--- config.mk ---
export PLATFORM = sky130hd
export DESIGN_NAME = tick_sched
export DESIGN_NICKNAME = d
export VERILOG_FILES = /design/src/rtl/tick_sched_pkg.sv /design/src/rtl/tick_prescaler.sv /design/src/rtl/tick_sched.sv
export SDC_FILE = /design/constraint.sdc
export NUM_CORES = 1
export LEC_CHECK = 0
export ABC_AREA = 1
export CAP_MARGIN = 20
export CORE_MARGIN = 3
export CORE_UTILIZATION = 43
export CTS_BUF_LIST = sky130_fd_sc_hd__clkbuf_16
export CTS_CLUSTER_SIZE = 8
export DETAILED_ROUTE_END_ITERATION = 10
export DONT_BUFFER_PORTS = 1
export SYNTH_ARGS = -nofsm -noshare
export SYNTH_HDL_FRONTEND = slang
export SYNTH_SLANG_ARGS = --single-unit
--- constraint.sdc ---
create_clock -name clk_100MHz -period 1.9 [get_ports clk_100MHz]
set_input_delay 0.38 -clock clk_100MHz [delete_from_list [all_inputs] [get_ports clk_100MHz]]
set_output_delay 0.38 -clock clk_100MHz [all_outputs]
set_load 0.01 [all_outputs]
--- src/rtl/tick_sched_pkg.sv ---
// Shared types and helpers for the tick scheduler.
package tick_sched_pkg;

  // Command opcodes on cmd_op.
  typedef enum logic [1:0] {
    OP_LOAD    = 2'b00,
    OP_START   = 2'b01,
    OP_STOP    = 2'b10,
    OP_ACK_OVR = 2'b11
  } op_e;

  // Channel-index width; a single channel still needs one bit.
  function automatic int ch_w(input int n);
    return (n < 2) ? 1 : $clog2(n);
  endfunction

  // Decoded view of the command port for the current cycle.
  typedef struct packed {
    logic acc;    // valid & ready
    logic ch_ok;  // cmd_ch addresses an existing channel
    op_e  op;
  } cmd_dec_t;

  // Per-channel event strobes for the current cycle.
  typedef struct packed {
    logic expire; // tick took cnt from 1 to expiry
    logic pop;    // consumer takes this channel's event
  } ch_evt_t;

endpackage

--- src/rtl/tick_prescaler.sv ---
// Shared timebase: one-cycle tick every CLK_HZ/TICK_HZ clocks.
module tick_prescaler #(
  parameter  int CLK_HZ  = 100_000_000,
  parameter  int TICK_HZ = 10,
  localparam int DIV     = CLK_HZ / TICK_HZ,
  localparam int PC_W    = (DIV < 2) ? 1 : $clog2(DIV)
) (
  input  logic clk_100MHz,
  input  logic rst_n,
  output logic tick
);

  logic [PC_W-1:0] pc;

  // Tick is decoded from the terminal count, so it is low while pc is held at 0 in reset.
  assign tick = (pc == PC_W'(DIV - 1));

  // Free-running 0..DIV-1 counter.
  always_ff @(posedge clk_100MHz or negedge rst_n) begin
    if (!rst_n)    pc <= '0;
    else if (tick) pc <= '0;
    else           pc <= pc + PC_W'(1);
  end

endmodule

--- src/rtl/tick_sched.sv ---
// Shared-timebase scheduler: N_CH down-count timers on one prescaled tick,
// programmed through a valid/ready command port; expirations are queued as
// pending flags and issued one at a time on a round-robin event port.
module tick_sched
  import tick_sched_pkg::*;
#(
  parameter  int CLK_HZ  = 100_000_000,
  parameter  int TICK_HZ = 10,
  parameter  int N_CH    = 4,
  parameter  int CNT_W   = 16,
  localparam int CH_W    = ch_w(N_CH)
) (
  input  logic             clk_100MHz,
  input  logic             rst_n,
  input  logic             cmd_valid,
  output logic             cmd_ready,
  input  logic [1:0]       cmd_op,
  input  logic [CH_W-1:0]  cmd_ch,
  input  logic [CNT_W-1:0] cmd_data,
  output logic             cmd_err,
  output logic             tick,
  output logic             evt_valid,
  input  logic             evt_ready,
  output logic [CH_W-1:0]  evt_ch,
  output logic [N_CH-1:0]  running,
  output logic [N_CH-1:0]  overrun
);

  cmd_dec_t        cmd;
  logic            ch_ok;
  logic [N_CH-1:0] hit;
  logic [N_CH-1:0] zero_start;
  logic [N_CH-1:0] pending;
  logic [CH_W-1:0] ptr;
  logic [CH_W-1:0] next_ptr;
  logic [CH_W-1:0] gnt_ch;
  logic            gnt_any;

  tick_prescaler #(
    .CLK_HZ  (CLK_HZ),
    .TICK_HZ (TICK_HZ)
  ) u_pre (
    .clk_100MHz (clk_100MHz),
    .rst_n      (rst_n),
    .tick       (tick)
  );

  // Out-of-range channel numbers only exist when N_CH is not a power of two.
  if (N_CH == (1 << CH_W)) begin : g_ch_pow2
    assign ch_ok = 1'b1;
  end else begin : g_ch_npow2
    assign ch_ok = (32'(cmd_ch) < N_CH);
  end

  assign cmd = '{acc: cmd_valid & cmd_ready, ch_ok: ch_ok, op: op_e'(cmd_op)};

  // Ready comes up on the first clock after reset release and stays up.
  always_ff @(posedge clk_100MHz or negedge rst_n) begin
    if (!rst_n) cmd_ready <= 1'b0;
    else        cmd_ready <= 1'b1;
  end

  // Reject pulse: bad channel, or START on a channel with no period loaded.
  always_ff @(posedge clk_100MHz or negedge rst_n) begin
    if (!rst_n) cmd_err <= 1'b0;
    else        cmd_err <= (cmd.acc & ~cmd.ch_ok) | (|zero_start);
  end

  // Channel array: a command to a channel wins over that channel's tick.
  for (genvar i = 0; i < N_CH; i++) begin : g_ch
    logic [CNT_W-1:0] period_q;
    logic [CNT_W-1:0] cnt_q;
    logic             run_q;
    logic             per_q;
    logic             pend_q;
    logic             ovr_q;
    ch_evt_t          ev;

    assign hit[i]        = cmd.acc & cmd.ch_ok & (cmd_ch == CH_W'(i));
    assign zero_start[i] = hit[i] & (cmd.op == OP_START) & (period_q == '0);
    assign ev = '{
      expire: tick & run_q & ~hit[i] & (cnt_q == CNT_W'(1)),
      pop:    evt_valid & evt_ready & (evt_ch == CH_W'(i))
    };

    assign running[i] = run_q;
    assign overrun[i] = ovr_q;
    assign pending[i] = pend_q;

    // Timer state, pending flag and sticky overrun for one channel.
    always_ff @(posedge clk_100MHz or negedge rst_n) begin
      if (!rst_n) begin
        period_q <= '0;
        cnt_q    <= '0;
        run_q    <= 1'b0;
        per_q    <= 1'b0;
        pend_q   <= 1'b0;
        ovr_q    <= 1'b0;
      end else begin
        if (hit[i]) begin
          case (cmd.op)
            OP_LOAD: begin
              period_q <= cmd_data;
              cnt_q    <= cmd_data;
            end
            OP_START: begin
              if (period_q != '0) begin
                run_q <= 1'b1;
                per_q <= cmd_data[0];
                cnt_q <= period_q;
              end
            end
            OP_STOP:    run_q <= 1'b0;
            OP_ACK_OVR: ovr_q <= 1'b0;
          endcase
        end else if (tick && run_q) begin
          // cnt==0 while running (LOAD 0 mid-run) just parks; never wraps.
          if (cnt_q > CNT_W'(1)) begin
            cnt_q <= cnt_q - CNT_W'(1);
          end else if (ev.expire) begin
            if (per_q) begin
              cnt_q <= period_q;
            end else begin
              cnt_q <= '0;
              run_q <= 1'b0;
            end
          end
        end
        // An expiry landing on a pop re-arms pending without flagging overrun.
        if (ev.expire) begin
          if (pend_q && !ev.pop) ovr_q <= 1'b1;
          pend_q <= 1'b1;
        end else if (ev.pop) begin
          pend_q <= 1'b0;
        end
      end
    end
  end

  // Round-robin pick: first pending channel at or after ptr. Scanning from the
  // far end lets the nearest match overwrite the others.
  always_comb begin
    int idx;
    gnt_any = 1'b0;
    gnt_ch  = '0;
    idx     = 0;
    for (int k = N_CH - 1; k >= 0; k--) begin
      idx = int'(ptr) + k;
      if (idx >= N_CH) idx = idx - N_CH;
      if (pending[idx]) begin
        gnt_any = 1'b1;
        gnt_ch  = CH_W'(idx);
      end
    end
  end

  assign next_ptr = (evt_ch == CH_W'(N_CH - 1)) ? '0 : evt_ch + CH_W'(1);

  // Event port: hold the grant until taken, then idle one cycle before the next.
  always_ff @(posedge clk_100MHz or negedge rst_n) begin
    if (!rst_n) begin
      evt_valid <= 1'b0;
      evt_ch    <= '0;
      ptr       <= '0;
    end else if (evt_valid) begin
      if (evt_ready) begin
        evt_valid <= 1'b0;
        ptr       <= next_ptr;
      end
    end else if (gnt_any) begin
      evt_valid <= 1'b1;
      evt_ch    <= gnt_ch;
    end
  end

endmodule

Word level (Yosys, flattened, before mapping)
Cells that the tools add are included.
{ "op_classes": {"addsub": 13, "magnitude_cmp": 12, "eq_ne": 34, "n_mux": 109, "bitwise_logic": 35, "reduce_logical": 58} }
{ "op_table": {"columns": ["operator", "count"], "rows": [
  ["16-bit 2-to-1 mux", 24],
  ["32-bit by 4-bit less-than comparator with 1-bit output, second input constant", 4],
  ["32-bit 2-to-1 mux", 4],
  ["16-bit case mux with 2 select lines", 4],
  ["16-bit by 1-bit == test with 1-bit output, second input constant", 4],
  ["16-bit by 1-bit greater-than comparator with 1-bit output, second input constant", 4],
  ["16-bit logical NOT", 4],
  ["16-bit nonzero test", 4],
  ["16-bit by 1-bit subtractor with 16-bit output, second input constant", 4],
  ["1-bit 2-to-1 mux", 63],
  ["1-bit bitwise AND", 30],
  ["24-bit by 1-bit adder with 24-bit output, second input constant", 1],
  ["24-bit == test, second input constant", 1],
  ["24-bit 2-to-1 mux", 1],
  ["3-bit by 1-bit inequality test with 1-bit output, second input constant", 8],
  ["6-bit AND reduction", 4],
  ["2-bit nonzero test", 12],
  ["2-bit inequality test, second input constant", 8],
  ["4-bit AND reduction", 4],
  ["2-bit == test, second input constant", 6],
  ["2-bit AND reduction", 6],
  ["3-bit AND reduction", 4],
  ["3-bit nonzero test", 4],
  ["3-bit by 3-bit subtractor with 4-bit output, second input constant", 3],
  ["other kinds (17)", 50]
]} }
{ "word_totals": {"reg_bits": 175, "inputBits": 24, "output_inout_bits": 14} }

Logic depth before layout (Yosys ltp)
{ "logic_depth": {"word_depth": 12, "mapped_depth": 13} }

Modules after synthesis
From an unflattened synthesis, not the netlist that was laid out.
{ "hier_totals": {"cells_unflattened": 1783, "hier_area_um2": 11722.5} }
{ "by_module_without_submodules": {"columns": ["module", "instances", "cells_each", "area_per_inst_um2"], "rows": [
  ["tick_sched", 1, 1573, 10236.1],
  ["tick_prescaler", 1, 210, 1486.4]
]} }

Worst setup path before layout
Ideal clock, no wire load.
{ "synth_path": {"path_kind": "register to register", "start": "register g_ch[0].cnt_q[0]", "end": "register g_ch[0].cnt_q[13]", "t_arrival_ns": 1.905, "path_slack_ns": -0.070, "path_stages_with_launch": 14, "path_buffers": 1, "synth_period_minus_slack_ns": 1.970, "path_cell_list": "dfrtp_1 -> inv_1 -> ha_1 -> nand2_1 -> nor2_1 -> nand2_1 -> nand2_1 -> buf_2 -> nand3_1 -> nand2_1 -> nand2_1 -> nand2_1 -> nand3_1 -> nand2_1"} }
{ "synth_between": {"elab_chain_len": 4} }
{ "synth_lines": {"columns": ["element", "line", "source"], "rows": [
  ["from (decl)", "tick_sched.sv:72", "logic [CNT_W-1:0] cnt_q;"],
  ["from (signal assigned)", "tick_sched.sv:104", "cnt_q <= cmd_data;"],
  ["from (signal assigned)", "tick_sched.sv:110", "cnt_q <= period_q;"],
  ["from (signal assigned)", "tick_sched.sv:119", "cnt_q <= cnt_q - CNT_W'(1);"],
  ["16-bit by 1-bit subtractor with 16-bit output (tied with other cells)", "tick_sched.sv:119", null],
  ["16-bit 2-to-1 mux / 1-bit bitwise AND (equally long branches)", "tick_sched.sv:118, tick_sched.sv:82", null],
  ["16-bit 2-to-1 mux / 3-bit nonzero test (equally long branches)", null, null],
  ["16-bit 2-to-1 mux / 4-bit AND reduction (equally long branches)", null, null]
]} }
Several ways; a longest one is shown, not always the timed one. The select of a mux whose other input is x is not followed.
A chain may end at the register's enable or synchronous reset.

Worst setup path in the final report
{ "layout_path": {"start": "register u_pre.pc[21]", "end": "output port tick"} }
{ "layout_between": {"elab_chain_len": 1} }
{ "layout_lines": {"columns": ["element", "line", "source"], "rows": [
  ["from (decl)", "tick_prescaler.sv:13", "logic [PC_W-1:0] pc;"],
  ["from (signal assigned)", "tick_prescaler.sv:22", "else pc <= pc + PC_W'(1);"],
  ["24-bit == test", "tick_prescaler.sv:16", "assign tick = (pc == PC_W'(DIV - 1));"],
  ["to (decl)", "tick_sched.sv:21", "output logic tick,"]
]} }
Every way passes these cells.

==> run summary <==
Run status -> complete, but fails checks
Failing checks -> hold timing, setup timing
Largest stage delay on the critical path -> 0.39 ns
WHS -> -0.385 ns
Worst setup margin -> -0.247 ns
Crit start category -> register
Final setup TNS -> -12.33 ns
Port Buf Inserts -> 0
Setup-failing EPs final -> 69
Crit path top cell by count -> inv_2
Period minus WS final -> 2.15 ns
Switching part of the total power -> 45.2%
Yosys reg bits -> 175
CP Data Required Time -> 1.52 ns
Number of global-route vias before repair -> 12.1k
Hold Path Class -> input port to asynchronous set/reset pin
Area growth syn-to-layout -> 29.4%
Core ar. -> 27,300 sq um
Int Power -> 0.0110 W
Diode count -> 0
Clock buffer depth -> 2
Worst Setup End Kind -> output port
Most frequent cells after synthesis -> nand2_1 (816), nor2_1 (197), inv_1 (190), dfrtp_1 (175), nand3_1 (173)
Gr ovfl total -> 0
Ys async rst share -> 100%
Syn avg cell area -> 6.32 sq um
Initial antenna violation count -> 1
Max Freq -> 0.466 GHz
Die area -> 30,100 sq um
Worst-path cell chain -> inv_2, nand2_2, buf_6, nor4_4, nand4_1, inv_2
Mapped Nets -> 1,943
DR vias -> 13.0k
Antenna viol nets, final -> 0
Tot Pwr -> 0.0201 W
Core Rows -> 60
Gate Count Post-Synth -> 1,906
Cts bufs inserted -> 17
Largest cells by area after synthesis -> dfrtp_1 (36%), nand2_1 (25%), nand3_1 (7.2%)
CP max stage cell -> dfrtp_1
Pre-CTS setup slack -> -0.127 ns
P_leak -> 8.45 nW
Hold Vio Cnt, Final -> 175
Root buf cell -> clkbuf_16
Top_reg_cell synth -> dfrtp_1
Iter 0 DRT Violations -> 1,488
Initial Util -> 44.2%
Part of the power in registers -> 27.2%
Top-count cell post-synth -> nand2_1
Area share of the largest cell type after synthesis -> 36.3%
Final Max Tran Viols -> 0
GPL Wtd Cong -> 0.910
Clock slew at reported path FFs -> 0.08 ns
Worst vdd ir -> 0.773 mV
Remaining DRCs -> 0
Clock skew -> 0.0125 ns
Via density -> 5.25
Worst-skew pair later-pin latency -> 0.45 ns
Crit Path Class -> register to output port
Fin area -> 15,600 sq um
All-layer global routing usage -> 27.2%
Distinct cells, synth -> 34
RSZ-0062 raised after global routing -> yes
Slew @ Worst Pin -> 0.979 ns
Comb pwr share -> 53.7%
WL final -> 41.4 mm
Die height -> 173 um
Clock sink total -> 175
Ports -> 38
EDFF count, synth -> 0
Largest area contributor in the netlist -> dfrtp_1
CP arrival -> 1.77 ns
CTS tree -> done
Max_cap viols -> 0
Wire length per cell -> 16.7 um
Net Sw Power -> 0.00910 W
Chip Width -> 173 um
Final period utilization -> 113%
Mapped Area -> 12,100 sq um
Post-Place Cell Area -> 13,800 sq um
Synth warn -> 0
Pwr dens -> 1290 nW/um^2
Final net count -> 2,124
H-tree depth -> 4
Rel. slew slack -> 34.5%
First-pass GRT wire length -> 65.7 mm
Layout cells sized above 1 -> 19.0%
TritonRoute pass-1 iters -> 6
Largest fanout on the critical path -> 3
Post-DP HPWL -> 28.8 mm
Largest net degree at the start of global routing -> 176
Register area share after synthesis -> 36.3%
Clock network fraction of design power -> 19.1%
final cells by class:
class | count | area, sq um
Fill cell | 2637 | 11700
Multi-Input combinational cell | 1470 | 7140
Clock buffer | 17 | 425
Sequential cell | 175 | 4380
Timing Repair Buffer | 225 | 2240
Tap cell | 372 | 465
Clock inverter | 15 | 195
Inverter | 198 | 743
stage by stage:
step	instances	util, %
global placement	2395	50.6
finish	2472	57.2
CTS	2465	55.9
floorplan	1906	-
detailed placement	2395	50.6
global route	2472	57.2
sequential cells by signal, summed over array words and instances, names as in the netlist, 4 cells and up:
signal         count
g_ch.cnt_q        64
g_ch.ovr_q         4
g_ch.pend_q        4
g_ch.per_q         4
g_ch.period_q     64
g_ch.run_q         4
u_pre.pc          24
power by group through the flow:
stage               Combinational, W  Sequential [W]  Clock (W)
finish                        0.0108         0.00548    0.00384
global route                  0.0122         0.00561    0.00402
CTS                           0.0103         0.00544    0.00387
detailed placement           0.00964         0.00548          0
global placement             0.00950         0.00547          0
floorplan                    0.00631         0.00533          0
path summary, 6_finish.rpt:
| kind | from | end | slack (ns) | cells after the start |
|---|---|---|---|---|
| max | u_pre.pc[21]$_DFF_PN0_ | tick | -0.25 | 6 |
| min | rst_n | evt_ch[0]$_DFFE_PN0P_ | -0.38 | 0 |
| max reg2reg | u_pre.pc[1]$_DFF_PN0_ | g_ch[3].cnt_q[10]$_DFFE_PN0P_ | -0.21 | 15 |
| min reg2reg | g_ch[1].cnt_q[1]$_DFFE_PN0P_ | g_ch[1].cnt_q[1]$_DFFE_PN0P_ | 0.50 | 2 |
| max in group asynchronous | rst_n | g_ch[2].cnt_q[6]$_DFFE_PN0P_ | 1.90 | 0 |
| min in group clk_100MHz | cmd_data[0] | g_ch[2].per_q$_DFFE_PN0P_ | 0.08 | 2 |
layout by cell type (no fill, tap or decap), types with 18 or more instances in the layout:
cell type / instances
nand3_1: 140
a22oi_1: 50
nor2_1: 188
clkbuf_16: 18
nand2_2: 49
buf_4: 173
buf_12: 25
nand2_1: 768
nand3_2: 29
o21ai_0: 103
inv_1: 187
dfrtp_1: 175
buf_6: 18
per-layer routing:
layer | share of wire, % | global-route usage [%]
met5 | 0.048 | 0
met4 | 2.1 | 6.99
met3 | 7.3 | 4.64
met2 | 45 | 42.6
met1 | 45 | 39.2
critical path: cells and delay by family, from the launching register on:
family / cells / cell delay (ns)
simple gates: 3 / 0.62
flops: 1 / 0.39
buf+inv: 3 / 0.33
logic make-up after synthesis:
logic type	count (synthesis)	share of synthesized area (%)
simple gates	1252	43.1
buf+inv	265	9.01
compound gates	175	8.38
flops	175	36.3
xor+xnor	25	1.82
fa+ha+maj	13	1.35
other cells	1	0.0311
what timing repair did:
action	4_1_cts	5_1_grt
gates resized for setup	74	76
endpoints found under the setup margin	70	82
hold endpoints to repair	175	175
gates cloned	11	1
buffers inserted	28	10
pin swaps	23	36
No activity file was read; power rests on OpenSTA's default activity.
